--- config.mk ---
export PLATFORM = sky130hd
export DESIGN_NAME = multicycle_control_flat
export DESIGN_NICKNAME = d
export VERILOG_FILES = /design/src/rtl/multicycle_control_if.sv /design/src/rtl/multicycle_control.sv /design/src/flat_wrapper.sv
export SDC_FILE = /design/constraint.sdc
export NUM_CORES = 1
export LEC_CHECK = 0
export ABC_AREA = 1
export CORE_ASPECT_RATIO = 1.5
export CORE_MARGIN = 5
export CORE_UTILIZATION = 28
export CTS_CLUSTER_DIAMETER = 30
export DETAILED_ROUTE_END_ITERATION = 12
export PLACE_DENSITY = 0.62
export SLEW_MARGIN = 20
export SYNTH_ARGS = -nofsm -noshare
export SYNTH_HDL_FRONTEND = slang
export SYNTH_SLANG_ARGS = --single-unit
export TNS_END_PERCENT = 1
--- constraint.sdc ---
create_clock -name clock -period 2 [get_ports clock]
set_input_delay 0.4 -clock clock [delete_from_list [all_inputs] [get_ports clock]]
set_output_delay 0.4 -clock clock [all_outputs]
set_load 0.01 [all_outputs]
--- src/rtl/multicycle_control_if.sv ---
// Controller <-> datapath bundle: instruction/flag inputs and decoded strobes.
interface multicycle_control_if #(
  parameter int OPCODE_W = 3
);
  logic [OPCODE_W-1:0] opcode;
  logic                zero;
  logic                mem_ready;
  logic [OPCODE_W-1:0] alu_op;
  logic                next_ins;
  logic                immediate;
  logic                reg_write;
  logic                mem_read;
  logic                mem_write;
  logic                mem_to_reg;
  logic                branch_taken;

  modport master (
    input  opcode, zero, mem_ready,
    output alu_op, next_ins, immediate, reg_write, mem_read, mem_write,
           mem_to_reg, branch_taken
  );

  modport slave (
    output opcode, zero, mem_ready,
    input  alu_op, next_ins, immediate, reg_write, mem_read, mem_write,
           mem_to_reg, branch_taken
  );
endinterface

--- src/rtl/multicycle_control.sv ---
// Multicycle FETCH/DECODE/MEM/WRITEBACK controller with MEM timeout and retire counter.
// CTRL_SKIP_MEM_EN: non-LD/ST opcodes bypass the MEM state.
module multicycle_control #(
  parameter int OPCODE_W    = 3,
  parameter int MEM_TIMEOUT = 15,
  parameter int CNT_W       = 16
) (
  input  logic                  clock,
  input  logic                  reset_n,
  multicycle_control_if.master  bus,
  output logic [2:0]            state,
  output logic                  halted,
  output logic [CNT_W-1:0]      retired
);

  localparam int WAIT_W = $clog2(MEM_TIMEOUT + 1);
  localparam logic [WAIT_W-1:0] WAIT_LAST = WAIT_W'(MEM_TIMEOUT - 1);

`ifdef CTRL_SKIP_MEM_EN
  localparam bit SKIP_MEM = 1'b1;
`else
  localparam bit SKIP_MEM = 1'b0;
`endif

  localparam logic [2:0] OP_MOV = 3'd4;
  localparam logic [2:0] OP_LD  = 3'd5;
  localparam logic [2:0] OP_ST  = 3'd6;
  localparam logic [2:0] OP_BRZ = 3'd7;

  typedef enum logic [2:0] {
    FETCH     = 3'd0,
    DECODE    = 3'd1,
    MEM       = 3'd2,
    WRITEBACK = 3'd3,
    HALT      = 3'd4
  } state_t;

  state_t              stateQ, stateD;
  logic [OPCODE_W-1:0] ir;
  logic                zeroQ;
  logic [WAIT_W-1:0]   waitCnt;
  logic [CNT_W-1:0]    retiredQ;

  logic [2:0] irOp;
  logic       irIllegal;
  logic       irIsMem;

  // Any bit above the 3-bit opcode field marks the instruction illegal.
  assign irOp      = ir[2:0];
  assign irIllegal = (ir >> 3) != '0;
  assign irIsMem   = (irOp == OP_LD) || (irOp == OP_ST);

  logic fetchStb, immStb, regWrStb, memRdStb, memWrStb, memToRegStb, branchStb;

  always_comb begin
    stateD      = stateQ;
    fetchStb    = 1'b0;
    immStb      = 1'b0;
    regWrStb    = 1'b0;
    memRdStb    = 1'b0;
    memWrStb    = 1'b0;
    memToRegStb = 1'b0;
    branchStb   = 1'b0;
    case (stateQ)
      FETCH: begin
        fetchStb = 1'b1;
        stateD   = DECODE;
      end
      DECODE: begin
        immStb = !irIllegal && (irOp == OP_MOV);
        if (irIllegal)
          stateD = HALT;
        else if (SKIP_MEM && !irIsMem)
          stateD = WRITEBACK;
        else
          stateD = MEM;
      end
      MEM: begin
        // Non-memory ops pass through in one cycle without watching mem_ready.
        if (irIsMem) begin
          memRdStb = (irOp == OP_LD);
          memWrStb = (irOp == OP_ST);
          if (bus.mem_ready)
            stateD = WRITEBACK;
          else if (waitCnt == WAIT_LAST)
            stateD = HALT;
        end else begin
          stateD = WRITEBACK;
        end
      end
      WRITEBACK: begin
        regWrStb    = (irOp <= OP_LD);
        memToRegStb = (irOp == OP_LD);
        branchStb   = (irOp == OP_BRZ) && zeroQ;
        stateD      = FETCH;
      end
      HALT:    stateD = HALT;
      default: stateD = HALT;
    endcase
  end

  always_ff @(posedge clock or negedge reset_n) begin
    if (!reset_n) begin
      stateQ   <= FETCH;
      ir       <= '0;
      zeroQ    <= 1'b0;
      waitCnt  <= '0;
      retiredQ <= '0;
    end else begin
      stateQ <= stateD;
      if (stateQ == FETCH)
        ir <= bus.opcode;
      if (stateQ == DECODE)
        zeroQ <= bus.zero;
      // DECODE is the only way into MEM, so clearing here clears on entry.
      if (stateQ == DECODE)
        waitCnt <= '0;
      else if (stateQ == MEM && irIsMem && !bus.mem_ready)
        waitCnt <= waitCnt + 1'b1;
      if (stateQ == WRITEBACK)
        retiredQ <= retiredQ + 1'b1;
    end
  end

  // next_ins is gated by reset_n so it drops the instant reset asserts.
  assign bus.next_ins     = fetchStb & reset_n;
  assign bus.immediate    = immStb;
  assign bus.reg_write    = regWrStb;
  assign bus.mem_read     = memRdStb;
  assign bus.mem_write    = memWrStb;
  assign bus.mem_to_reg   = memToRegStb;
  assign bus.branch_taken = branchStb;
  assign bus.alu_op       = ir;

  assign state   = stateQ;
  assign halted  = (stateQ == HALT);
  assign retired = retiredQ;

endmodule

--- src/flat_wrapper.sv ---
// flat-port wrapper written by rule: the top's interface ports become plain ports
module multicycle_control_flat 
#(
  parameter int OPCODE_W    = 3,
  parameter int MEM_TIMEOUT = 15,
  parameter int CNT_W       = 16
)
  (clock, reset_n, state, halted, retired, bus_opcode, bus_zero, bus_mem_ready, bus_alu_op, bus_next_ins, bus_immediate, bus_reg_write, bus_mem_read, bus_mem_write, bus_mem_to_reg, bus_branch_taken);
  multicycle_control_if #(.OPCODE_W(OPCODE_W)) bus_i ();
  input  logic clock;
  input  logic reset_n;
  output logic [2:0] state;
  output logic halted;
  output logic [CNT_W-1:0] retired;
  input wire logic [$bits(bus_i.opcode)-1:0] bus_opcode;
  input wire logic [$bits(bus_i.zero)-1:0] bus_zero;
  input wire logic [$bits(bus_i.mem_ready)-1:0] bus_mem_ready;
  output wire logic [$bits(bus_i.alu_op)-1:0] bus_alu_op;
  output wire logic [$bits(bus_i.next_ins)-1:0] bus_next_ins;
  output wire logic [$bits(bus_i.immediate)-1:0] bus_immediate;
  output wire logic [$bits(bus_i.reg_write)-1:0] bus_reg_write;
  output wire logic [$bits(bus_i.mem_read)-1:0] bus_mem_read;
  output wire logic [$bits(bus_i.mem_write)-1:0] bus_mem_write;
  output wire logic [$bits(bus_i.mem_to_reg)-1:0] bus_mem_to_reg;
  output wire logic [$bits(bus_i.branch_taken)-1:0] bus_branch_taken;
  assign bus_i.opcode = bus_opcode;
  assign bus_i.zero = bus_zero;
  assign bus_i.mem_ready = bus_mem_ready;
  assign bus_alu_op = bus_i.alu_op;
  assign bus_next_ins = bus_i.next_ins;
  assign bus_immediate = bus_i.immediate;
  assign bus_reg_write = bus_i.reg_write;
  assign bus_mem_read = bus_i.mem_read;
  assign bus_mem_write = bus_i.mem_write;
  assign bus_mem_to_reg = bus_i.mem_to_reg;
  assign bus_branch_taken = bus_i.branch_taken;
  multicycle_control #(.OPCODE_W(OPCODE_W), .MEM_TIMEOUT(MEM_TIMEOUT), .CNT_W(CNT_W)) u_core (.clock(clock), .reset_n(reset_n), .bus(bus_i), .state(state), .halted(halted), .retired(retired));
endmodule
Yosys cells after proc, flatten, opt, wreduce, memory -nomap -nowiden
Index checks and enable logic that the tools add are counted.
- $lt $le $gt $ge: 1
- equal/unequal tests: 10
- mux-type cells: 15
- bitwise operators: 1
- reduce and logical (&&, ||, !) cells: 7
- add/sub/neg operators: 2
- operators by type and width (kind ; count):
    $add 16x1->16 const B ; 1
    $eq 3x3->1 const B ; 5
    $pmux 3 s4 ; 1
    $mux 1 ; 9
    $mux 3 ; 3
    $mux 4 ; 2
    $eq 3x2->1 const B ; 2
    $add 4x1->4 const B ; 1
    $eq 4x4->1 const B ; 1
    $ne 4x4->1 const B ; 1
    $eq 3x1->1 const B ; 1
    $le 3x3->1 const B ; 1
    $logic_and 1x1->1 ; 3
    $logic_not 3->1 ; 1
    $reduce_bool 2->1 ; 1
    $and 1x1->1 ; 1
    $logic_not 1->1 ; 1
    $logic_or 1x1->1 ; 1
- input port bits: 7
- word-level logic and storage cells: 41
- output and inout bits: 30
- register bits after elaboration: 27

Depth between registers and ports, before layout
- depth after elaboration: 6
- gate-level depth with buffers: 9
- mapped depth without buffers: 9

Worst setup path before layout
No wires, ideal clock.
- path type: register -> output
- from: register u_core.stateQ[0], in the netlist u_core.state[0]
- to: output port bus_mem_read
- setup slack: 0.600 ns
- buffers on the path: 0
- required time: 1.600 ns
- arrival time: 1.000 ns
- stages on the path, launching flop included: 4
- cell sequence: dfrtp_1 > nor3_1 > inv_1 > nor2_1
- cells in the longest elaborated chain, start to end: 2
- ends and longest elaborated chain (item ; line ; source):
    start, declared ; multicycle_control.sv:38 ; state_t stateQ, stateD;
    start signal, assigned ; multicycle_control.sv:110 ; stateQ <= stateD;
    $eq 3x2->1 ; multicycle_control.sv:64 ; case (stateQ)
    $mux 1 ; multicycle_control.sv:64 ;
    end, declared ; flat_wrapper.sv:22 ; output wire logic [$bits(bus_i.mem_read)-1:0] bus_mem_read;
No other way between the ends.

Final worst setup path
Same ends and word-level chain as after synthesis.

==> flow_metrics.tcl <==
set metrics [dict create \
    cts.reportedPaths.clkPinSlew_ns 0.09 \
    synth-edff-count 0 \
    vias_in_the_first_global_route 1270 \
    cap_violations 0 \
    max-clock-path-buffers 2 \
    dieWidth_um 67.6 \
    totalPowerFinal_uw 902 \
    synthMuxAreaShare_pct 1.62 \
    worst_path_required_time_ns 1.60 \
    timing.critical_path.cells "nor3_2 > inv_1 > nor2_1 > dlygate4sd2_1" \
    cts_tree "yes" \
    chipHeight_um 96.3 \
    layout_setup_ws_ns 0.236 \
    synth.cells.most_frequent "sky130_fd_sc_hd__nand2_1, sky130_fd_sc_hd__inv_1, sky130_fd_sc_hd__dfrtp_1" \
    dpl-instance-area_sq_mm 0.00188 \
    synth_sequential_area_ratio_pct 48.6 \
    total_switching_power_uw 190 \
    criticalPathCategory "register to primary output" \
    core-area_sq_mm 0.00481 \
    comb_power_share_pct 4.7 \
    fin_crit_ns 1.76 \
    drc_markers 0 \
    static-leakage-power_uw 0.000914 \
    max_slew.worst_pin.slew_ns 0.367 \
    grt-ovfl-total 0 \
    floorplan.initialDensity_pct 28.9 \
    seq_power_share_pct 61.3 \
    ys_seq_elements 27 \
    dominant_combinational_cell_family_by_area_after_synthesis "simple AND/OR/NAND/NOR gates" \
    worst_setup_path_start_kind "register" \
    ys.flop_type "sky130_fd_sc_hd__dfrtp_1" \
    synth_fa_ha_area_share_pct 2.70 \
    power-per-cell-area_mw_per_mm2 469 \
    cts_hold_repair.buffers 0 \
    grt_setup_unrepaired "no" \
    synth_most_common_cell "sky130_fd_sc_hd__nand2_1" \
    std_cell_rows 31 \
    grt_max_degree 28 \
    max_clock_freq_mhz 567 \
    grt_pass1_wl_mm 5.53 \
    clockPowerShare_pct 33.9 \
    ys_types 19 \
    place_hpwl_mm 2.48 \
    yosys.area_share.xor_xnor_pct 6.92 \
    cp_slowest_cell "sky130_fd_sc_hd__dfrtp_1" \
    report.final.setup_viol 0 \
    synth_top_cell_by_area "sky130_fd_sc_hd__dfrtp_1" \
    swShare_pct 21.0 \
    synth_area_in_compound_gates_pct 2.25 \
    drt-vias-per-instance 4.22 \
    tritoncts.num_buffers 3 \
    dr_total_vias 1195 \
    design.portCount 37 \
    internal-power_uw 713 \
    routabilityCongestion 0.762 \
    detailedRoute.firstIterationViolations 93 \
    timing.hold.worst.class "register to register" \
    root_buffer "sky130_fd_sc_hd__clkbuf_8" \
    run_status "finished clean" \
    post-synth-top-area-fraction_pct 48.6 \
    report.final.hold_viol_count 0 \
    fraction_of_final_layout_cells_with_drive_strength_greater_than_1_pct 8.29 \
    cts-htree-levels 1 \
    synth_simple_gate_area_share_pct 29.6 \
    portbufs 36 \
    wl_per_cell_um 11.3 \
    fin_area_sq_mm 0.00192 \
    die_area_sq_mm 0.00651 \
    async_sr_flop_fraction_pct 100 \
    slew_headroom_pct 75.5 \
    detail_route.first_pass.iterations 2 \
    placement.setup.worst_slack_ns -0.0695 \
    arrival_ns 1.36 \
    timing.critical_path.slowest_cell_delay_ns 0.41 \
    antenna_cells 0 \
    timing.critical_path.to_type "primary output" \
    final.hold.worst_slack_ns 0.511 \
    net_count_of_the_finished_layout 228 \
    wl_mm 3.20 \
    fin_skew_ns 0.00118 \
    synthesis.area_sq_mm 0.00139 \
    irDropWorstVdd_v 0.000183 \
    ant_nets 0 \
    grt_antenna_before_repair 0 \
    postCtsSetupBuffers 0 \
    crit_path_max_fanout 3 \
    net_count_of_the_mapped_netlist 181 \
    worstSkewPairLatency_ns 0.26 \
    netlist_instances 171 \
    global_route.usage.total_pct 10.9 \
    ys.warnings.count 0 \
    timing_max_transition_violations_final 0 \
    fillCellCount 532 \
    final.period_utilization_pct 88.2 \
    syn_avg_cell_area_sq_um 8.14 \
    clock_sinks 27 \
    area_growth_syn_to_layout_pct 38.2 \
    yosys-top-cells-area "sky130_fd_sc_hd__dfrtp_1, sky130_fd_sc_hd__nand2_1, sky130_fd_sc_hd__inv_1" \
]
-- registers in the layout, indices dropped and copies added (netlist names) --
| register | flops |
|---|---|
| u_core.bus.alu_op | 3 |
| u_core.retired | 16 |
| u_core.state | 3 |
| u_core.waitCnt | 4 |
| u_core.zeroQ | 1 |
-- path summary, 6_finish.rpt --
path                       slack (ns)                                to  cells past startpoint                            from
hold / removal                   0.51    u_core.retired[15]$_DFFE_PN0P_                      2  u_core.retired[15]$_DFFE_PN0P_
min in group asynchronous        0.61     u_core.retired[5]$_DFFE_PN0P_                      2                         reset_n
max in group asynchronous        1.12  u_core.bus.alu_op[0]$_DFFE_PN0N_                      2                         reset_n
setup / recovery                 0.24                      bus_mem_read                      4     u_core.state[0]$_DFFE_PN0P_
setup reg to reg                 0.51     u_core.retired[6]$_DFFE_PN0P_                      6     u_core.state[2]$_DFFE_PN0P_
hold reg to reg                  0.51    u_core.retired[15]$_DFFE_PN0P_                      2  u_core.retired[15]$_DFFE_PN0P_
-- critical path: cells and delay by family, from the launching register on --
kind / cells / cell delay, ns
flip-flops: 1 / 0.41
buffers and inverters: 2 / 0.35
AND/OR/NAND/NOR: 2 / 0.34
-- cell type report --
| class | count | area (sq um) | area share [%] |
|---|---|---|---|
| Tap cell | 66 | 82.6 | 4.29 |
| Clock buffer | 4 | 45.0 | 2.34 |
| Multi-Input combinational cell | 113 | 604 | 31.4 |
| Inverter | 31 | 116 | 6.05 |
| Sequential cell | 27 | 676 | 35.1 |
| Timing Repair Buffer | 42 | 399 | 20.8 |
-- through the flow --
stage	std cells	TNS (ns)	utilization, %
floorplan	171	0	-
global placement	279	-0.0722	39.1
detailed placement	279	-0.0695	39.1
CTS	283	0	39.9
global route	283	0	40.0
finish	283	0	40.0
-- kinds of logic (layout without fill, tap and decap cells) --
family	Yosys count	count (layout)
simple gates	91	91
buf+inv	31	77
flops	27	27
xor+xnor	11	11
compound gates	6	6
fa+ha+maj	3	3
mux	2	2
-- layout by cell type (no fill, tap or decap), drive strengths merged, types with 4 or more instances in the layout --
| master | n |
|---|---|
| nand4 | 5 |
| clkdlybuf4s50 | 28 |
| xor2 | 7 |
| nor3 | 5 |
| nor2 | 20 |
| dlygate4sd2 | 7 |
| inv | 31 |
| buf | 6 |
| xnor2 | 4 |
| nand2 | 42 |
| clkbuf | 4 |
| dfrtp | 27 |
| nand3 | 17 |
-- power by group through the flow --
stage | clock network [uW] | registers, uW | logic, uW
3_3_place_gp | 0 | 564 | 44.2
3_5_place_dp | 0 | 565 | 44.5
2_1_floorplan | 0 | 565 | 9.11
4_1_cts | 325 | 554 | 44.5
5_1_grt | 337 | 554 | 49.0
6_report | 306 | 554 | 42.7
-- per-layer routing --
metal  up-vias  track usage, %  part of all wire (%)
li1        622               -                     -
met1       547            12.8                    43
met2        24            19.9                    52
met3         2            1.87                   4.7
met4         0            3.05                  0.53
met5         -               0                     0
-- what timing repair did --
item                                    in CTS  in global routing
pin swaps                                    1                  0
endpoints found under the hold margin        0                  0
resized for setup                            9                  1
endpoints found under the setup margin       7                  1
No activity file was read; power rests on OpenSTA's default activity.
